### src/rtl/ctrl_pipe_regs_if.sv
// ctrl_pipe_regs_if: bundle between the ID-stage control source and the
// control pipeline registers.
//   master : drives hold/flush and the decoded ID instruction, observes the
//            per-stage control words, stall and the event counters.
//   slave  : the pipeline register block itself.
interface ctrl_pipe_regs_if #(
    parameter int unsigned CNT_W = 16
);
    // Global controls from the core
    logic             hold;
    logic             flush;

    // Decoded instruction sitting in ID
    logic             id_valid;
    logic [7:0]       id_ctrl;
    logic [4:0]       id_rs1;
    logic [4:0]       id_rs2;
    logic             id_uses_rs2;
    logic [4:0]       id_rd;

    // Hazard indication back to PC / IF-ID
    logic             stall;

    // EX stage
    logic             ex_valid;
    logic [7:0]       ex_ctrl;
    logic [4:0]       ex_rd;

    // MEM stage
    logic             mem_valid;
    logic [7:0]       mem_ctrl;
    logic [4:0]       mem_rd;

    // WB stage
    logic             wb_valid;
    logic             wb_regwrite;
    logic             wb_memtoreg;
    logic [4:0]       wb_rd;

    // Event counters
    logic [CNT_W-1:0] stall_count;
    logic [CNT_W-1:0] flush_count;

    modport master (
        output hold, flush,
        output id_valid, id_ctrl, id_rs1, id_rs2, id_uses_rs2, id_rd,
        input  stall,
        input  ex_valid, ex_ctrl, ex_rd,
        input  mem_valid, mem_ctrl, mem_rd,
        input  wb_valid, wb_regwrite, wb_memtoreg, wb_rd,
        input  stall_count, flush_count
    );

    modport slave (
        input  hold, flush,
        input  id_valid, id_ctrl, id_rs1, id_rs2, id_uses_rs2, id_rd,
        output stall,
        output ex_valid, ex_ctrl, ex_rd,
        output mem_valid, mem_ctrl, mem_rd,
        output wb_valid, wb_regwrite, wb_memtoreg, wb_rd,
        output stall_count, flush_count
    );
endinterface

### src/rtl/ctrl_pipe_regs.sv
// ctrl_pipe_regs: ID/EX, EX/MEM and MEM/WB control pipeline registers of the
// 5-stage RISC-V core. Captures the decoded control word from ID, detects
// load-use hazards (inserting a bubble), applies flush and global hold, and
// keeps saturating stall/flush event counters.
// Ports:
//   clk   : core clock, rising edge
//   reset : asynchronous, active-high; clears every stage and counter
//   bus   : ctrl_pipe_regs_if.slave (ID inputs, hold/flush, stage outputs,
//           combinational stall, counters)
module ctrl_pipe_regs #(
    parameter int unsigned CNT_W = 16
) (
    input  logic             clk,
    input  logic             reset,
    ctrl_pipe_regs_if.slave  bus
);

    localparam int unsigned REG_W = 5;

    // Control word packing: {branch, memread, memwrite, memtoreg, regwrite, alusrc, aluop[1:0]}
    typedef struct packed {
        logic       branch;
        logic       memread;
        logic       memwrite;
        logic       memtoreg;
        logic       regwrite;
        logic       alusrc;
        logic [1:0] aluop;
    } ctrl_t;

    typedef struct packed {
        logic             valid;
        ctrl_t            ctrl;
        logic [REG_W-1:0] rd;
    } stage_t;

    localparam stage_t           BUBBLE  = '0;
    localparam logic [CNT_W-1:0] CNT_MAX = '1;

    stage_t           ex_q,  ex_d;
    stage_t           mem_q, mem_d;
    logic             wb_valid_q,    wb_valid_d;
    logic             wb_regwrite_q, wb_regwrite_d;
    logic             wb_memtoreg_q, wb_memtoreg_d;
    logic [REG_W-1:0] wb_rd_q,       wb_rd_d;
    logic [CNT_W-1:0] stall_count_q, stall_count_d;
    logic [CNT_W-1:0] flush_count_q, flush_count_d;

    logic             stall_c;
    logic             advance_c;
    stage_t           capture_c;

    // Load-use hazard: the load now in EX writes a register the ID instruction reads.
    // A pending flush kills the ID instruction, so it cannot be a hazard victim.
    always_comb begin
        logic ex_rd_nz;
        logic rs1_hit;
        logic rs2_hit;
        ex_rd_nz = (ex_q.rd != '0);
        rs1_hit  = (ex_q.rd == bus.id_rs1);
        rs2_hit  = bus.id_uses_rs2 & (ex_q.rd == bus.id_rs2);
        stall_c  = ~reset & bus.id_valid & ex_q.valid & ex_q.ctrl.memread
                 & ex_rd_nz & (rs1_hit | rs2_hit) & ~bus.flush;
    end

    // Pipeline advances on every edge that is not frozen by hold
    always_comb begin
        advance_c = ~bus.hold;
    end

    // Value ID/EX would load this edge: bubble on flush, stall or empty ID
    always_comb begin
        capture_c = BUBBLE;
        if (bus.id_valid && !bus.flush && !stall_c) begin
            capture_c.valid = 1'b1;
            capture_c.ctrl  = ctrl_t'(bus.id_ctrl);
            capture_c.rd    = bus.id_rd;
            // Writes to x0 are architecturally discarded; drop the enable here
            if (bus.id_rd == '0) begin
                capture_c.ctrl.regwrite = 1'b0;
            end
        end
    end

    // Stage register next-state
    always_comb begin
        ex_d          = ex_q;
        mem_d         = mem_q;
        wb_valid_d    = wb_valid_q;
        wb_regwrite_d = wb_regwrite_q;
        wb_memtoreg_d = wb_memtoreg_q;
        wb_rd_d       = wb_rd_q;
        if (advance_c) begin
            ex_d          = capture_c;
            mem_d         = ex_q;
            wb_valid_d    = mem_q.valid;
            wb_regwrite_d = mem_q.valid & mem_q.ctrl.regwrite;
            wb_memtoreg_d = mem_q.ctrl.memtoreg;
            wb_rd_d       = mem_q.rd;
        end
    end

    // Saturating event counters; frozen while hold is asserted
    always_comb begin
        stall_count_d = stall_count_q;
        flush_count_d = flush_count_q;
        if (advance_c && stall_c && (stall_count_q != CNT_MAX)) begin
            stall_count_d = stall_count_q + CNT_W'(1);
        end
        if (advance_c && bus.flush && (flush_count_q != CNT_MAX)) begin
            flush_count_d = flush_count_q + CNT_W'(1);
        end
    end

    // State registers
    always_ff @(posedge clk or posedge reset) begin
        if (reset) begin
            ex_q          <= BUBBLE;
            mem_q         <= BUBBLE;
            wb_valid_q    <= 1'b0;
            wb_regwrite_q <= 1'b0;
            wb_memtoreg_q <= 1'b0;
            wb_rd_q       <= '0;
            stall_count_q <= '0;
            flush_count_q <= '0;
        end else begin
            ex_q          <= ex_d;
            mem_q         <= mem_d;
            wb_valid_q    <= wb_valid_d;
            wb_regwrite_q <= wb_regwrite_d;
            wb_memtoreg_q <= wb_memtoreg_d;
            wb_rd_q       <= wb_rd_d;
            stall_count_q <= stall_count_d;
            flush_count_q <= flush_count_d;
        end
    end

    // Output mapping
    assign bus.stall       = stall_c;
    assign bus.ex_valid    = ex_q.valid;
    assign bus.ex_ctrl     = ex_q.ctrl;
    assign bus.ex_rd       = ex_q.rd;
    assign bus.mem_valid   = mem_q.valid;
    assign bus.mem_ctrl    = mem_q.ctrl;
    assign bus.mem_rd      = mem_q.rd;
    assign bus.wb_valid    = wb_valid_q;
    assign bus.wb_regwrite = wb_regwrite_q;
    assign bus.wb_memtoreg = wb_memtoreg_q;
    assign bus.wb_rd       = wb_rd_q;
    assign bus.stall_count = stall_count_q;
    assign bus.flush_count = flush_count_q;

endmodule

### src/flat_wrapper.sv
// flat-port wrapper written by rule: the top's interface ports become plain ports
module ctrl_pipe_regs_flat 
#(
    parameter int unsigned CNT_W = 16
)
  (clk, reset, bus_hold, bus_flush, bus_id_valid, bus_id_ctrl, bus_id_rs1, bus_id_rs2, bus_id_uses_rs2, bus_id_rd, bus_stall, bus_ex_valid, bus_ex_ctrl, bus_ex_rd, bus_mem_valid, bus_mem_ctrl, bus_mem_rd, bus_wb_valid, bus_wb_regwrite, bus_wb_memtoreg, bus_wb_rd, bus_stall_count, bus_flush_count);
  ctrl_pipe_regs_if #(.CNT_W(CNT_W)) bus_i ();
  input  logic clk;
  input  logic reset;
  input wire logic [$bits(bus_i.hold)-1:0] bus_hold;
  input wire logic [$bits(bus_i.flush)-1:0] bus_flush;
  input wire logic [$bits(bus_i.id_valid)-1:0] bus_id_valid;
  input wire logic [$bits(bus_i.id_ctrl)-1:0] bus_id_ctrl;
  input wire logic [$bits(bus_i.id_rs1)-1:0] bus_id_rs1;
  input wire logic [$bits(bus_i.id_rs2)-1:0] bus_id_rs2;
  input wire logic [$bits(bus_i.id_uses_rs2)-1:0] bus_id_uses_rs2;
  input wire logic [$bits(bus_i.id_rd)-1:0] bus_id_rd;
  output wire logic [$bits(bus_i.stall)-1:0] bus_stall;
  output wire logic [$bits(bus_i.ex_valid)-1:0] bus_ex_valid;
  output wire logic [$bits(bus_i.ex_ctrl)-1:0] bus_ex_ctrl;
  output wire logic [$bits(bus_i.ex_rd)-1:0] bus_ex_rd;
  output wire logic [$bits(bus_i.mem_valid)-1:0] bus_mem_valid;
  output wire logic [$bits(bus_i.mem_ctrl)-1:0] bus_mem_ctrl;
  output wire logic [$bits(bus_i.mem_rd)-1:0] bus_mem_rd;
  output wire logic [$bits(bus_i.wb_valid)-1:0] bus_wb_valid;
  output wire logic [$bits(bus_i.wb_regwrite)-1:0] bus_wb_regwrite;
  output wire logic [$bits(bus_i.wb_memtoreg)-1:0] bus_wb_memtoreg;
  output wire logic [$bits(bus_i.wb_rd)-1:0] bus_wb_rd;
  output wire logic [$bits(bus_i.stall_count)-1:0] bus_stall_count;
  output wire logic [$bits(bus_i.flush_count)-1:0] bus_flush_count;
  assign bus_i.hold = bus_hold;
  assign bus_i.flush = bus_flush;
  assign bus_i.id_valid = bus_id_valid;
  assign bus_i.id_ctrl = bus_id_ctrl;
  assign bus_i.id_rs1 = bus_id_rs1;
  assign bus_i.id_rs2 = bus_id_rs2;
  assign bus_i.id_uses_rs2 = bus_id_uses_rs2;
  assign bus_i.id_rd = bus_id_rd;
  assign bus_stall = bus_i.stall;
  assign bus_ex_valid = bus_i.ex_valid;
  assign bus_ex_ctrl = bus_i.ex_ctrl;
  assign bus_ex_rd = bus_i.ex_rd;
  assign bus_mem_valid = bus_i.mem_valid;
  assign bus_mem_ctrl = bus_i.mem_ctrl;
  assign bus_mem_rd = bus_i.mem_rd;
  assign bus_wb_valid = bus_i.wb_valid;
  assign bus_wb_regwrite = bus_i.wb_regwrite;
  assign bus_wb_memtoreg = bus_i.wb_memtoreg;
  assign bus_wb_rd = bus_i.wb_rd;
  assign bus_stall_count = bus_i.stall_count;
  assign bus_flush_count = bus_i.flush_count;
  ctrl_pipe_regs #(.CNT_W(CNT_W)) u_core (.clk(clk), .reset(reset), .bus(bus_i));
endmodule
### config.mk
export PLATFORM = sky130hd
export DESIGN_NAME = ctrl_pipe_regs_flat
export DESIGN_NICKNAME = d
export VERILOG_FILES = /design/src/rtl/ctrl_pipe_regs_if.sv /design/src/rtl/ctrl_pipe_regs.sv /design/src/flat_wrapper.sv
export SDC_FILE = /design/constraint.sdc
export NUM_CORES = 1
export LEC_CHECK = 0
export ABC_CLOCK_PERIOD_IN_PS = 2960
export CAP_MARGIN = 40
export CORE_MARGIN = 1
export CORE_UTILIZATION = 46
export DETAILED_ROUTE_END_ITERATION = 10
export PLACE_DENSITY = 0.8
export SKIP_CTS_REPAIR_TIMING = 1
export SLEW_MARGIN = 25
export SYNTH_ARGS = -nofsm -noshare
export SYNTH_HDL_FRONTEND = slang
export SYNTH_SLANG_ARGS = --single-unit
### constraint.sdc
create_clock -name clk -period 2.96 [get_ports clk]
set_clock_uncertainty 0.05 [all_clocks]
set_input_delay 0.888 -clock clk [delete_from_list [all_inputs] [get_ports clk]]
set_output_delay 0.888 -clock clk [all_outputs]
set_load 0.03 [all_outputs]
Yosys cells after proc, flatten, opt, wreduce, memory -nomap -nowiden
Cells that the tools add are included.
W data, S select, Z words.
{"block": "classes", "n_addsub": 2, "eq_ne": 4, "n_mux": 2, "bitwise": 12, "n_reduce_logical": 10}
{"operator": "$add A16 B1 Y16 const B", "count": 2}
{"operator": "$ne A16 B16 Y1 const B", "count": 2}
{"operator": "$mux W14", "count": 1}
{"operator": "$eq A5 B5 Y1", "count": 2}
{"operator": "$and A1 B1 Y1", "count": 8}
{"operator": "$logic_and A1 B1 Y1", "count": 6}
{"operator": "$logic_not A5 Y1", "count": 1}
{"operator": "$reduce_bool A5 Y1", "count": 1}
{"operator": "$not A1 Y1", "count": 3}
{"operator": "$logic_not A1 Y1", "count": 2}
{"operator": "$mux W1", "count": 1}
{"operator": "$or A1 B1 Y1", "count": 1}
{"block": "word_totals", "regBits": 68, "inputBits": 29, "word_cells": 54}

Logic depth before layout (Yosys ltp)
{"block": "logic_depth", "word_depth": 10, "mapped_depth": 6, "depth_no_buf": 6}

Least setup slack after synthesis
Ideal clock, no wire load.
{"block": "synth_path", "path_kind": "in2out", "from": "input bus_id_rs1[4]", "to": "output bus_stall", "arrival_ns": 2.184, "required_ns": 2.022, "path_slack_ns": -0.162, "path_stages": 5, "path_buffers": 1, "cell_sequence": "xnor2_1 > nand3_1 > o22ai_1 > clkbuf_1 > and4b_1"}
{"block": "synth_via", "elab_chain_len": 4}
{"item": "start: declaration", "line_no": "flat_wrapper.sv:14", "source": "input wire logic [$bits(bus_i.id_rs1)-1:0] bus_id_rs1;"}
{"item": "$eq A5 B5 Y1", "line_no": "ctrl_pipe_regs.sv:60", "source": "rs1_hit = (ex_q.rd == bus.id_rs1);"}
{"item": "$or A1 B1 Y1", "line_no": "ctrl_pipe_regs.sv:63", "source": "& ex_rd_nz & (rs1_hit | rs2_hit) & ~bus.flush;"}
{"item": "$and A1 B1 Y1 (2 in a row)", "line_no": "ctrl_pipe_regs.sv:63"}
{"item": "end: declaration", "line_no": "flat_wrapper.sv:18", "source": "output wire logic [$bits(bus_i.stall)-1:0] bus_stall;"}
Every way passes these cells.

Final worst setup path
{"block": "layout_path", "from": "register u_core.ex_q (netlist bit u_core.bus.ex_rd[0])", "to": "output bus_stall"}
{"block": "layout_via", "elab_chain_len": 5, "word_cells_on_any_way": 8}
{"item": "start: declaration", "line_no": "ctrl_pipe_regs.sv:40", "source": "stage_t ex_q, ex_d;"}
{"item": "start signal: assignment", "line_no": "ctrl_pipe_regs.sv:118", "source": "ex_q <= BUBBLE;"}
{"item": "start signal: assignment", "line_no": "ctrl_pipe_regs.sv:127", "source": "ex_q <= ex_d;"}
{"item": "$eq A5 B5 Y1", "line_no": "ctrl_pipe_regs.sv:61", "source": "rs2_hit = bus.id_uses_rs2 & (ex_q.rd == bus.id_rs2);"}
{"item": "$and A1 B1 Y1", "line_no": "ctrl_pipe_regs.sv:61"}
{"item": "$or A1 B1 Y1", "line_no": "ctrl_pipe_regs.sv:63"}
{"item": "$and A1 B1 Y1 (*) (2 in a row)", "line_no": "ctrl_pipe_regs.sv:63"}
Mark *: on every way between the ends. The rest lies on a longest branch, timed or not.

==> results.json <==
{
  "synth_edf_count": 0,
  "min_period_ns": 2.88,
  "numPortBuffers": 97,
  "seq_area_frac_synth_pct": 56.1,
  "cp.required_ns": 2.02,
  "routed_wl_um": 6930,
  "cts_root_buffer": "clkbuf_8",
  "timing.final.ws_setup_ns": 0.0848,
  "cts.path.max_buffers": 2,
  "syn-cell-area_sq_um": 3040,
  "firstDrtPassIters": 4,
  "crit_arrival_ns": 1.94,
  "vias_per_cell": 5.29,
  "die_x_um": 83.2,
  "ant_nets": 0,
  "grt_pass1_wl_um": 11500,
  "maxCapViolCount": 0,
  "first_iter_violations": 117,
  "cp-start-kind": "register",
  "dp_hpwl_um": 4860,
  "fillCellCount": 472,
  "io_pins": 98,
  "wire_per_inst_um": 15.6,
  "place_area_sq_um": 4170,
  "r2r-end": "u_core.bus.stall_count[14]",
  "power_density_nw_per_um2": 554,
  "ir_worst_vdd_v": 0.000347,
  "area_delta_synth_final_pct": 46.1,
  "pre_cts_ws_ns": -0.228,
  "ys_ff_latch": 68,
  "top_usage_layer": "met2",
  "cpPeakStageDelay_ns": 0.58,
  "clock-sinks": 68,
  "die_area_sq_um": 6930,
  "fp.coreArea_sq_um": 6350,
  "cp.depth": 4,
  "clk_pin_slew_ns": 0.07,
  "avgSynthCellArea_sq_um": 12.1,
  "first_global_vias": 2364,
  "cts-buffers-inserted": 9,
  "worstMarginPinSlew_ns": 0.632,
  "use_met2_pct": 32.3,
  "async_flop_share_pct": 100,
  "setup.worst_path.end_class": "output pin",
  "tns_ns": 0,
  "slowest_stage": "or4_1",
  "yosys_most_used_dff": "dfrtp_1",
  "grt_util_met1_pct": 27.8,
  "hold_path.class": "register to register",
  "worstPathBufferInverterCount": 1,
  "hold_viol": 0,
  "row_count": 29,
  "num_vias": 2350,
  "cp_max_fo": 6,
  "synth_cell_types": 38,
  "ys.warnings.count": 0,
  "drive_gt1_share_pct": 15.8,
  "rrSetupSlack_ns": 0.78,
  "crit_type": "register to output pin",
  "overflow": 0,
  "rsz0062_at_grt": "false",
  "r2r_cells": 5,
  "dieHeight_um": 83.2,
  "cts_max_level": 3,
  "multi_input_area_sq_um": 1300,
  "syn_inst": 250,
  "num_antenna_cells": 0,
  "layout.nets": 393,
  "grt_antenna_before_repair": 0,
  "layout_common_cells": "clkdlybuf4s50_1, dfrtp_1, xnor2_1",
  "post-route-period-util_pct": 97.1,
  "drc": 0,
  "gp_congestion": 0.859,
  "insertion_delay_ns": 0.34,
  "grt_max_degree": 39,
  "cp_cell_sequence": "or4_1, o21a_1, and4b_2, buf_6",
  "startpoint": "u_core.bus.ex_rd[0]",
  "final_common_cell": "clkdlybuf4s50_1",
  "regArea_sq_um": 1700,
  "finalInstanceArea_sq_um": 4440,
  "r2r-start": "u_core.bus.ex_rd[0]",
  "outcome": "completed",
  "cp_top_family": "simple AND/OR/NAND/NOR gates",
  "grtUsageTotal_pct": 21.2,
  "finalSetupViolCount": 0,
  "syn-num-nets": 281,
  "cts_tree": "yes",
  "slew_viol_final": 0,
  "slew_headroom_pct": 57.8,
  "start_util_pct": 47.8,
  "max_freq_mhz": 348,
  "met3_usage_pct": 5.57,
  "p_leak_uw": 0.00201,
  "cp-endpoint": "bus_stall"
}
[power by group]
| part | internal, uW | total [uW] | switching (uW) |
|---|---|---|---|
| combinational | 242 | 513 | 271 |
| sequential | 1000 | 1080 | 77.2 |
| clock | 523 | 864 | 341 |
| total | 1770 | 2460 | 689 |
[kinds of logic after synthesis]
| group | count (synthesis) | share of synthesized area (%) |
|---|---|---|
| AND/OR/NAND/NOR | 85 | 15.9 |
| adder cells (fa/ha/maj) | 2 | 0.824 |
| flip-flops | 68 | 56.1 |
| buffers and inverters | 10 | 1.28 |
| multiplexers | 25 | 9.23 |
| XOR/XNOR | 38 | 11.0 |
| AO/OA/AOI/OAI | 22 | 5.77 |
[final cells by class]
type,count,area share (%)
Inverter,3,0.254
Clock buffer,13,3.58
Sequential cell,68,38.4
Clock inverter,3,1.55
Timing Repair Buffer,108,24.7
Tap cell,77,2.17
Multi-Input combinational cell,172,29.4
[through the flow]
stage,hold WS [ns],instances,power (uW),utilization (%)
2_1_floorplan,0.609,250,1370,-
3_3_place_gp,0.423,427,1600,65.6
3_5_place_dp,0.428,427,1610,65.6
4_1_cts,0.443,443,2480,69.2
5_1_grt,0.461,444,2560,69.9
6_report,0.439,444,2460,69.9
[how the worst min path moves through the flow]
stage / cells after the start / startpoint / to / slack, ns
finish: 1 / u_core.bus.flush_count[8] / u_core.bus.flush_count[8] / 0.44
global route: 1 / u_core.bus.flush_count[5] / u_core.bus.flush_count[5] / 0.46
CTS: 1 / u_core.bus.flush_count[8] / u_core.bus.flush_count[8] / 0.44
detailed placement: 1 / u_core.bus.flush_count[8] / u_core.bus.flush_count[8] / 0.43
global placement: 2 / u_core.bus.wb_regwrite / u_core.bus.wb_regwrite / 0.42
floorplan: 1 / u_core.bus.flush_count[8] / u_core.bus.flush_count[8] / 0.61
[synth_stat cells, drive strengths merged (2+ instances only)]
library cell,number,area [sq um]
and3,10,62.6
nand4,11,68.8
nand2,19,71.3
ha,2,25.0
mux2,24,270
and4,2,17.5
dfrtp,68,1700
nor2b,3,18.8
nor3,7,51.3
xnor2,35,307
nor2,5,18.8
nand2b,3,18.8
o21ai,2,10.0
inv,3,11.3
clkbuf,6,22.5
nand3,18,90.1
xor2,3,26.3
a22o,12,105
[state kept, by name (all words and copies together) (netlist names)]
signal and cells:
u_core.bus.flush_count 16, u_core.bus.stall_count 16, u_core.bus.ex_ctrl 8, u_core.bus.mem_ctrl 8, u_core.bus.ex_rd 5, u_core.bus.mem_rd 5, u_core.bus.wb_rd 5, u_core.bus.ex_valid 1
u_core.bus.mem_valid 1, u_core.bus.wb_memtoreg 1, u_core.bus.wb_regwrite 1, u_core.bus.wb_valid 1
[worst reg2reg max path: stages, from the launching register on]
cell	delay (ns)
dfrtp_1	0.46
or4_1	0.58
o21ai_1	0.36
nor3_1	0.15
nand4_1	0.13
mux2_2	0.33
[routing by layer]
metal	part of all wire, %	up-vias
met2	47	72
met5	0	-
met3	5.9	15
met1	45	1138
li1	-	1125
met4	2.5	0
No activity file was read; power rests on OpenSTA's default activity.
==> variant 1 (config.mk and constraints unchanged) <==
`CNT_W` is set to 16 in 3 places; all go to 32.
--- a/src/rtl/ctrl_pipe_regs_if.sv
+++ b/src/rtl/ctrl_pipe_regs_if.sv
@@ -4,7 +4,7 @@
 //            per-stage control words, stall and the event counters.
 //   slave  : the pipeline register block itself.
 interface ctrl_pipe_regs_if #(
-    parameter int unsigned CNT_W = 16
+    parameter int unsigned CNT_W = 32
 );
     // Global controls from the core
     logic             hold;
--- a/src/rtl/ctrl_pipe_regs.sv
+++ b/src/rtl/ctrl_pipe_regs.sv
@@ -8,7 +8,7 @@
 //   bus   : ctrl_pipe_regs_if.slave (ID inputs, hold/flush, stage outputs,
 //           combinational stall, counters)
 module ctrl_pipe_regs #(
-    parameter int unsigned CNT_W = 16
+    parameter int unsigned CNT_W = 32
 ) (
     input  logic             clk,
     input  logic             reset,
--- a/src/flat_wrapper.sv
+++ b/src/flat_wrapper.sv
@@ -1,7 +1,7 @@
 // flat-port wrapper written by rule: the top's interface ports become plain ports
 module ctrl_pipe_regs_flat 
 #(
-    parameter int unsigned CNT_W = 16
+    parameter int unsigned CNT_W = 32
 )
   (clk, reset, bus_hold, bus_flush, bus_id_valid, bus_id_ctrl, bus_id_rs1, bus_id_rs2, bus_id_uses_rs2, bus_id_rd, bus_stall, bus_ex_valid, bus_ex_ctrl, bus_ex_rd, bus_mem_valid, bus_mem_ctrl, bus_mem_rd, bus_wb_valid, bus_wb_regwrite, bus_wb_memtoreg, bus_wb_rd, bus_stall_count, bus_flush_count);
   ctrl_pipe_regs_if #(.CNT_W(CNT_W)) bus_i ();
Interface: changed (resized bus_flush_count and bus_stall_count); port bits go from 98 to 130. No check against the original RTL was run, so the function may have changed too.
==> variant 1 against the unedited design <==
  * The flow now finishes with violations (negative setup slack)
  * Sequential power increased by 43%
  * Setup slack lost 0.18 ns
  * Non-clock buffer count up 42
  * Total power increased by 22%
  * Synthesized area increased by 49%
  * Routed wire length is 53% higher
  * Sequential cell count increased by 32
  * Clock power increased by 4.9%
  * Critical path type is now in -> out
  * Final area grew 45%
  * First-iteration DRC count fell by 23%
==> variant 1: results <==
set metrics [dict create \
    met1_length_um 4690 \
    drt_iter0_drc 90 \
    dp_hpwl_um 7750 \
    grt_pass1_vias 3441 \
    relSlewSlack 0.539 \
    worstPathArrival_ns 2.12 \
    synthTopCellsByArea "dfrtp_1 (55%), xnor2_1 (8.9%), mux2_2 (5.7%), xor2_1 (4.8%), nand2_1 (3.4%)" \
    path_clk_slew_ns 0.09 \
    finalSetupTns_ns -0.0977 \
    ff2ff_setup_slack_ns 0.51 \
    status "complete, but fails checks" \
    ys_seq_area_frac 0.553 \
    synth_cell_types 43 \
    ctsHtreeMaxLevel 3 \
    r2r-end "u_core.bus.stall_count[19]" \
    globalRouteMet3Util 0.0511 \
    fin_worst_hold_slack_ns 0.443 \
    finalWirelength_um 10600 \
    grt_usage 0.218 \
    crit_fanout 2 \
    grt_pass1_wl_um 17300 \
    violations "negative setup slack" \
    p_switching_mw 0.861 \
    syn_area_per_cell_um2 11.8 \
    final_cells 670 \
    met2_length_um 5290 \
    drive_above_1_share 0.165 \
    r2r_cells 8 \
    numPortBuffers 129 \
    crit_start "bus_id_rs2[4]" \
    synthTopCellsByCount "dfrtp_1 (100), xnor2_1 (46), nand2_1 (41)" \
    synth_fp_nets 414 \
    worst_path_max_delay_cell "nor4_4" \
    vias 3494 \
    clk_latency_ns 0.36 \
    rr_startpoint "u_core.bus.ex_rd[2]" \
    grtUsageMet1 0.293 \
    gp_congestion 0.817 \
    max-vdd-ir-drop_v 0.000256 \
    place_area_um2 6130 \
    setup_slack_ns -0.0977 \
    fin_nets 567 \
    setup_viol 1 \
]
## variant 1: final cells by class
type	count	area, um^2
Tap cell	129	161
Timing Repair Buffer	150	1470
Fill cell	726	2940
Clock buffer	11	151
Sequential cell	100	2500
Clock inverter	5	60.1
Multi-Input combinational cell	267	2050
Inverter	8	33.8
## variant 1: cells by family (layout without fill, tap and decap cells)
kind of cell / count (synthesis) / after routing / share of synthesized area
AOI/OAI and AO/OA: 19 / 19 / 0.0362
xor gates and xnor gates: 71 / 71 / 0.137
DFF: 100 / 100 / 0.553
and+or+nand+nor: 152 / 152 / 0.195
buffers and inverters: 16 / 174 / 0.0155
muxes: 23 / 23 / 0.0573
adders and majority gates: 2 / 2 / 0.00553
## variant 1: power by group through the flow
| stage | combinational, mW | clock [mW] | sequential [mW] |
|---|---|---|---|
| 6_report | 0.555 | 0.906 | 1.54 |
| 5_1_grt | 0.588 | 0.985 | 1.55 |
| 4_1_cts | 0.549 | 0.932 | 1.53 |
| 3_5_place_dp | 0.548 | 0 | 1.56 |
| 3_3_place_gp | 0.538 | 0 | 1.55 |
| 2_1_floorplan | 0.142 | 0 | 1.69 |
## variant 1: worst min path at each step
stage               cells past startpoint                          to                        from
detailed placement                      1  u_core.bus.stall_count[18]  u_core.bus.stall_count[18]
finish                                  1  u_core.bus.stall_count[29]  u_core.bus.stall_count[29]
CTS                                     1  u_core.bus.stall_count[29]  u_core.bus.stall_count[29]
floorplan                               1  u_core.bus.stall_count[18]  u_core.bus.stall_count[18]
global route                            1  u_core.bus.stall_count[29]  u_core.bus.stall_count[29]
global placement                        2      u_core.bus.wb_regwrite      u_core.bus.wb_regwrite
==> variant 2 (same settings) <==
Without the edit above. Make the reset (`reset`) synchronous in one clocked block. Comments in the files are not updated.
--- a/src/rtl/ctrl_pipe_regs.sv
+++ b/src/rtl/ctrl_pipe_regs.sv
@@ -113,7 +113,7 @@
     end
 
     // State registers
-    always_ff @(posedge clk or posedge reset) begin
+    always_ff @(posedge clk) begin
         if (reset) begin
             ex_q          <= BUBBLE;
             mem_q         <= BUBBLE;
Formal check against the unedited RTL: differs if reset is asserted again (counterexample within 4 cycles, from zero or initial values and one cycle with reset high); with reset held inactive, the same outputs for 10 cycles.
==> variant 2 against the unedited design <==
  * The run now ends with negative setup slack left
  * Sequential cell count unchanged
  * Global-route usage increased by 1.7 points
  * First-iteration DRC count increased by 23%
  * Setup slack got worse by 0.19 ns
  * Routed wire length increased by 11%
  * Synthesized area decreased by 0.29%
  * Final area decreased by 2.0%
  * Critical path type is now in -> out
Power is not compared: it rests on default switching activity, and its combinational part moved more than twofold at a synthesized area within 25%.
==> variant 2: results <==
set metrics [dict create \
    route.met3.wl_um 638 \
    crit_fanout 2 \
    worstPathArrival_ns 2.13 \
    violations "negative setup slack" \
    synthTopCellsByCount "dfxtp_1 (68), nor2_1 (47), mux2i_1 (21)" \
    slowest_delay_ns 0.34 \
    dp_hpwl_um 5170 \
    worst_path_max_delay_cell "nor4_2" \
    gp_congestion 0.806 \
    drive_above_1_share 0.0943 \
    met1_length_um 3380 \
    final_cells 512 \
    status "complete, but fails checks" \
    fillerInstances 523 \
    yosysTopAreaCellShare 0.450 \
    grtUsageMet2 0.366 \
    synth_area_leader_cell "dfxtp_1" \
    setup_viol 1 \
    grtUsageMet1 0.277 \
    met2_length_um 3560 \
    async_flop_share 0 \
    dp_slack_ns -0.367 \
    grt_pass1_wl_um 12700 \
    vias 2785 \
    fin_nets 461 \
    dr.pass1.iters 4 \
    place_inst 495 \
    globalRouteMet3Util 0.0855 \
    relSlewSlack 0.606 \
    finalWirelength_um 7680 \
    place_area_um2 4080 \
    synth_cell_types 43 \
    grt_pass1_vias 2643 \
    ys_seq_area_frac 0.450 \
    synth_fp_nets 361 \
    setup_slack_ns -0.109 \
    synthTopCellsByArea "dfxtp_1 (45%), mux2i_1 (6.9%), nor2_1 (5.8%), xnor2_1 (4.1%), a22o_1 (3.5%)" \
]
## variant 2: final cells by class
class                      instances  area, um^2  share of cell area
clock buffer                       9         124              0.0285
clock inverter                     7         105              0.0242
inverter                           5        18.8             0.00432
multi-input combinational        238        1580               0.364
sequential                        68        1360               0.313
tap                               77        96.3              0.0222
timing repair buffer             108        1060               0.243
## variant 2: worst reg2reg max path, cell delays in order, from the launching register on
cell	delay, ns
dfxtp_1	0.55
xor2_2	0.13
nor4_2	0.34
a32oi_2	0.19
buf_4	0.25
or3_1	0.41
o311a_1	0.33
## variant 2: per-stage QoR
| stage | TNS (ns) | util |
|---|---|---|
| after detailed placement | -4.21 | 0.642 |
| after global routing | -0.159 | 0.685 |
| final | -0.109 | 0.685 |
| after global placement | -3.39 | 0.642 |
| after CTS | -0.370 | 0.678 |
| after floorplan | -0.0642 | - |
## variant 2: power breakdown
part	internal [mW]	switching [mW]	total [mW]
clock	0.489	0.404	0.893
sequential	0.923	0.0108	0.934
combinational	0.0752	0.0787	0.154
## variant 2: kinds of logic (layout without fill, tap and decap cells)
family          after synthesis  after routing  synth area share
simple gates                138            138             0.236
flops                        68             68             0.450
compound gates               51             51             0.120
mux                          24             24            0.0806
buf+inv                      24            129            0.0389
xor+xnor                     23             23            0.0666
fa+ha+maj                     2              2           0.00827
## variant 2: worst paths after layout
kind                                     startpoint                    endpoint  slack (ns)  depth (start not counted)
worst min-delay path            u_core.bus.wb_valid         u_core.bus.wb_valid        0.45                          2
worst min register to register  u_core.bus.wb_valid         u_core.bus.wb_valid        0.45                          2
worst max-delay path                  bus_id_rs2[4]                   bus_stall       -0.11                          6
worst max register to register  u_core.bus.ex_rd[4]  u_core.bus.stall_count[14]        0.61                          6
